[config.mk]
export PLATFORM = sky130hd
export DESIGN_NAME = instr_sequencer
export DESIGN_NICKNAME = d
export VERILOG_FILES = /design/src/rtl/instr_sequencer.sv
export SDC_FILE = /design/constraint.sdc
export NUM_CORES = 1
export LEC_CHECK = 0
export CORE_MARGIN = 2
export CORE_UTILIZATION = 50
export DETAILED_ROUTE_END_ITERATION = 7
export PLACE_DENSITY = 0.82
export SETUP_SLACK_MARGIN = 0.15
export SLEW_MARGIN = 20
export SYNTH_ARGS = -nofsm -noshare
export SYNTH_HDL_FRONTEND = slang
export SYNTH_SLANG_ARGS = --single-unit
[constraint.sdc]
create_clock -name clk -period 3.8 [get_ports clk]
set_input_delay 0.38 -clock clk [delete_from_list [all_inputs] [get_ports clk]]
set_output_delay 0.38 -clock clk [all_outputs]
set_load 0.1 [all_outputs]
[src/rtl/instr_sequencer.sv]
// Program sequencer: fetches 16-bit words from a 1-cycle-latency
// instruction store, runs jumps/loops, issues EXEC via valid/ready.
// Ports: clk, rst (sync, active-high), start, counter (fetch address),
// instructCode (read data), cmd_valid/cmd_ready/cmd_op (command),
// busy, done (1-cycle pulse), err (sticky until start/rst).
module instr_sequencer #(
  parameter int DATA_WIDTH = 16,
  parameter int DEPTH      = 32,
  parameter int LOOP_WIDTH = 8
) (
  input  logic                  clk,
  input  logic                  rst,
  input  logic                  start,
  output logic [15:0]           counter,
  input  logic [DATA_WIDTH-1:0] instructCode,
  output logic                  cmd_valid,
  input  logic                  cmd_ready,
  output logic [11:0]           cmd_op,
  output logic                  busy,
  output logic                  done,
  output logic                  err
);

  localparam int PW = $clog2(DEPTH);

  typedef enum logic [2:0] {
    IDLE   = 3'd0,
    FETCH  = 3'd1,
    DECODE = 3'd2,
    ISSUE  = 3'd3,
    DONE   = 3'd4
  } state_t;

  state_t                state_q, state_d;
  logic [PW-1:0]         pc_q, pc_d;
  logic [LOOP_WIDTH-1:0] loop_cnt_q, loop_cnt_d;
  logic                  cmd_valid_q, cmd_valid_d;
  logic [11:0]           cmd_op_q, cmd_op_d;
  logic                  err_q, err_d;

  logic [3:0]  op;
  logic [11:0] arg;
  logic        inc_ok;
  logic        tgt_ok;

  assign op     = instructCode[15:12];
  assign arg    = instructCode[11:0];
  // Incrementing past the last word or jumping beyond the store
  // is fatal: the program ends with err instead of fetching.
  assign inc_ok = (32'(pc_q) != DEPTH - 1);
  assign tgt_ok = (32'(arg) < DEPTH);

  always_comb begin
    state_d     = state_q;
    pc_d        = pc_q;
    loop_cnt_d  = loop_cnt_q;
    cmd_valid_d = cmd_valid_q;
    cmd_op_d    = cmd_op_q;
    err_d       = err_q;
    unique case (state_q)
      IDLE: begin
        if (start) begin
          pc_d    = '0;
          err_d   = 1'b0;
          state_d = FETCH;
        end
      end
      FETCH: state_d = DECODE;
      DECODE: begin
        case (op)
          4'h0, 4'h3: begin
            if (op == 4'h3) loop_cnt_d = arg[LOOP_WIDTH-1:0];
            if (inc_ok) begin
              pc_d    = pc_q + 1'b1;
              state_d = FETCH;
            end else begin
              err_d   = 1'b1;
              state_d = DONE;
            end
          end
          4'h1: begin
            cmd_op_d    = arg;
            cmd_valid_d = 1'b1;
            state_d     = ISSUE;
          end
          4'h2: begin
            if (tgt_ok) begin
              pc_d    = arg[PW-1:0];
              state_d = FETCH;
            end else begin
              err_d   = 1'b1;
              state_d = DONE;
            end
          end
          4'h4: begin
            if (loop_cnt_q != '0) begin
              if (tgt_ok) begin
                loop_cnt_d = loop_cnt_q - 1'b1;
                pc_d       = arg[PW-1:0];
                state_d    = FETCH;
              end else begin
                err_d   = 1'b1;
                state_d = DONE;
              end
            end else if (inc_ok) begin
              pc_d    = pc_q + 1'b1;
              state_d = FETCH;
            end else begin
              err_d   = 1'b1;
              state_d = DONE;
            end
          end
          4'hF: state_d = DONE;
          default: begin
            err_d   = 1'b1;
            state_d = DONE;
          end
        endcase
      end
      ISSUE: begin
        if (cmd_valid_q && cmd_ready) begin
          cmd_valid_d = 1'b0;
          if (inc_ok) begin
            pc_d    = pc_q + 1'b1;
            state_d = FETCH;
          end else begin
            err_d   = 1'b1;
            state_d = DONE;
          end
        end
      end
      DONE: state_d = IDLE;
      default: state_d = IDLE;
    endcase
  end

  always_ff @(posedge clk) begin
    if (rst) begin
      state_q     <= IDLE;
      pc_q        <= '0;
      loop_cnt_q  <= '0;
      cmd_valid_q <= 1'b0;
      cmd_op_q    <= '0;
      err_q       <= 1'b0;
    end else begin
      state_q     <= state_d;
      pc_q        <= pc_d;
      loop_cnt_q  <= loop_cnt_d;
      cmd_valid_q <= cmd_valid_d;
      cmd_op_q    <= cmd_op_d;
      err_q       <= err_d;
    end
  end

  assign counter   = {{(16-PW){1'b0}}, pc_q};
  assign cmd_valid = cmd_valid_q;
  assign cmd_op    = cmd_op_q;
  assign err       = err_q;
  assign done      = (state_q == DONE);
  assign busy      = (state_q != IDLE) && (state_q != DONE);

endmodule
======== Word-level counts from Yosys, hierarchy flattened ========
Cells that the tools add are included.
cells by class
  add/sub/neg operators ................... 2
  order comparisons ....................... 1
  eq/ne operators ......................... 19
  muxes and demuxes ....................... 28
  reduce and logical (&&, ||, !) cells .... 17
operators with widths
  kind                 number
  $pmux 5 s3           2
  $mux 5               5
  $mux 8               3
  $pmux 3 s4           2
  $pmux 8 s2           1
  $mux 3               5
  $lt 12x6->1 const B  1
  $ne 2x2->1 const B   6
  $eq 4x2->1 const B   2
  $reduce_and 4->1     2
  $reduce_bool 8->1    1
  $sub 8x1->8 const B  1
  $mux 1               7
  $eq 3x2->1 const B   2
  $reduce_bool 3->1    2
  $add 5x1->5 const B  1
  $ne 5x5->1 const B   1
  $reduce_and 5->1     1
  $eq 4x1->1 const B   1
  $eq 4x3->1 const B   1
  $eq 4x4->1 const B   1
  $logic_not 4->1      1
  $ne 4x2->1 const B   1
  $pmux 1 s4           1
  other kinds (12)     16
storage, ports and cells
  bits in registers ....................... 30
  bits of input ports ..................... 20
  output and inout port bits .............. 32
  logic and storage cells ................. 73

======== Logic depth before layout (Yosys ltp) ========
  depth after elaboration ................. 5
  depth in mapped cells ................... 8
  depth with buffers taken out ............ 7

======== Least setup slack after synthesis ========
No wires, ideal clock.
  path type ............................... reg-to-output
  from .................................... reg state_q[0]
  to ...................................... out done
  data arrival time ....................... 2364 ps
  data required time ...................... 3420 ps
  setup slack ............................. 1056 ps
  stages on the path, launching flop included .. 4
  path buffers ............................ 1
  path through ............................ dfxtp_1 clkbuf_1 or2_2 nor2_1
between the ends
  longest elaborated chain between the ends .. 1
ends and longest elaborated chain
  item                    line  text
  from (decl)             34    state_t state_q, state_d;
  from (signal assigned)  146   state_q <= state_d;
  $eq 3x3->1              159   assign done = (state_q == DONE);
  to (decl)               20    output logic done,
No other way between the ends.

======== Worst setup path after layout ========
Ends and elaborated chain as after synthesis.

==> flow_summary.toml <==
[outcome]
status = "complete, no violations"

[synth]
synth-seq-cells = 30
yosysUniqueCellTypes = 51
syn_area_um2 = 1930
synth.most_common_cell = "a21oi_1"
synthCells = 261
ys_seq_area_frac = 0.312
synth.avg_cell_area_um2 = 7.38
synthTopCellsByArea = "dfxtp_1 (31%), a21oi_1 (9.4%), nand2_1 (6.6%)"
yosysWarningCount = 0
synth_commonest_cells = "a21oi_1 (36), nand2_1 (34), dfxtp_1 (30), nor2_1 (21), o21ai_0 (14)"
async_reset_ff_frac = 0
yosys.area.top_type = "dfxtp_1"
synthFlopType = "dfxtp_1"
synth.top_cell.area_share = 0.312
synth_edf_count = 0

[cells_and_area]
final_util = 0.646
area_growth_pct = 23.8
antenna_cells = 0
drive_gt1_frac = 0.0986
multi_input_area_um2 = 1180
nFillCells = 352
ff_latch_area_um2 = 601
instances_no_fill = 342
nets = 315

[setup_path]
cp.required_ns = 3.42
startpoint_type = "flip-flop"
arrival_ns = 2.31
crit_path_end_kind = "output pin"
crit_type = "flip-flop to output pin"
worstPathMaxFanout = 12

[clocking]
post_cts_resized = 0
h-tree-depth = 2
holdBufCountCts = 0
ctsRootBufferMaster = "clkbuf_8"
cts.clk_slew.worst_paths_ns = 0.06
post_cts_buffers = 0
clock-sinks = 30
cts_made_buffers = 5
cts_tree = "built"
cts_buffer_depth = 2
clk_latency_ns = 0.28

[placed_design]
place.gp.congestion = 0.872
dp_hpwl_mm = 3.34
dp_slack_ns = 0.856
io_buffers = 40
dp_cells = 334

[power_and_ir_drop]
p_seq_frac = 0.401
p_sw_frac = 0.369
p_int_mw = 0.536
p_clk_frac = 0.316
leakagePower_nw = 0.831
powerDensity_nw_per_um2 = 357
vdd_drop_max_uv = 181
switchingPower_mw = 0.314
p_comb_frac = 0.282

[floorplanning]
die_h_um = 66.1
die_w_um = 66.1
initial_core_util = 0.522
dieArea_um2 = 4360
fp.coreArea_um2 = 3690
pin_count = 52
rows = 22

[drt]
wire_per_inst_um = 13.6
drt_wl_total_mm = 4.64
dr.first_iter.drc_count = 147
vias = 1906
drt-vias-per-instance = 5.57
drcViolationCount = 0
drt_first_pass_iters = 4
ant_nets = 0

[timing]
layout_setup_ws_ns = 1.11
drv_slew = 0
worst_clock_skew_ns = 0.00650
slew_headroom = 0.345
fmax_mhz = 371
fin_crit_ns = 2.69
rsz0062_at_grt = "false"
hold_viol = 0
whs_ns = 0.452
fin_crit_sh = 0.709
worst_slew_pin_slew_ns = 0.980
finalSetupViolations = 0
tns_ns = 0

[global_routing]
grt_max_degree = 27
grt_overflow = 0
grt_pass1_vias = 1675
antenna_found_initial = 0
grt_usage = 0.223
grt_pass1_wl_mm = 7.68

[hold_path]
hold_path_class = "flip-flop to flip-flop"

[run]
cap_violations = 0
==> cell type report <==
cell class | instances | share of cell area
repair buffers | 43 | 0.177
multi-input cells | 207 | 0.496
clock buffers | 6 | 0.0346
well taps | 48 | 0.0252
inverters | 6 | 0.00945
clock inverters | 2 | 0.00525
flip-flops and latches | 30 | 0.252
==> worst paths after layout <==
check,startpoint,end,cells past startpoint,slack (ns)
setup reg to reg,loop_cnt_q[0],pc_q[3],7,1.59
hold / removal,cmd_op[7],cmd_op[7],2,0.45
hold reg to reg,cmd_op[7],cmd_op[7],2,0.45
setup / recovery,state_q[0],done,3,1.11
==> stage by stage <==
stage	total power, mW	area [um^2]
2_1_floorplan	0.538	1960
3_5_place_dp	0.586	2290
5_1_grt	0.882	2380
6_report	0.850	2380
4_1_cts	0.855	2380
3_3_place_gp	0.585	2290
==> sequential cells by signal (all words and copies together) (netlist names) <==
name	count
cmd_op	12
loop_cnt_q	8
pc_q	5
state_q	3
cmd_valid	1
err	1
==> power by group through the flow <==
stage / clock network (mW) / logic, mW / registers [mW]
floorplan: 0 / 0.151 / 0.388
global placement: 0 / 0.238 / 0.347
detailed placement: 0 / 0.238 / 0.347
CTS: 0.275 / 0.239 / 0.340
global route: 0.285 / 0.254 / 0.343
finish: 0.269 / 0.240 / 0.341
==> routing by layer <==
metal  vias to the layer above  routed length (um)  track usage
li1                        977                   -            -
met1                       866                2130        0.296
met2                        58                2110        0.365
met3                         5                 348       0.0477
met4                         0                  40       0.0612
met5                         -                   0            0
==> kinds of logic (layout without fill, tap and decap cells) <==
family          Yosys count  after routing  share of synthesized area
compound gates           79             79                      0.248
xor+xnor                  3              3                     0.0136
fa+ha+maj                 2              2                     0.0130
buf+inv                  34             57                     0.0936
flops                    30             30                      0.312
mux                       6              6                     0.0344
other cells               1             11                    0.00195
simple gates            106            106                      0.284
==> cell usage in the layout, fill, tap and decap left out, types with 3 or more instances in the layout <==
cell and instances:
nor2_1 21, o211ai_1 4, mux2_2 5, clkbuf_8 6, nor3b_1 3, or4_1 3
inv_1 6, nand2_1 34, nor3_1 12, nand4_1 3, o21a_1 3, conb_1 11
o21ai_0 14, a211oi_1 4, a22oi_1 3, buf_4 3, a21oi_1 36, dfxtp_1 30
nand3_1 4, xor2_1 3, or2_2 4, clkdlybuf4s50_1 40, nor4_1 4
==> worst max-delay path, stage by stage, from the launching register on <==
cell             delay [ns]
dfxtp_1                0.42
or2_2                  0.38
nor2_1                 0.10
clkdlybuf4s50_1        1.13
Power figures use the tool's default switching activity.
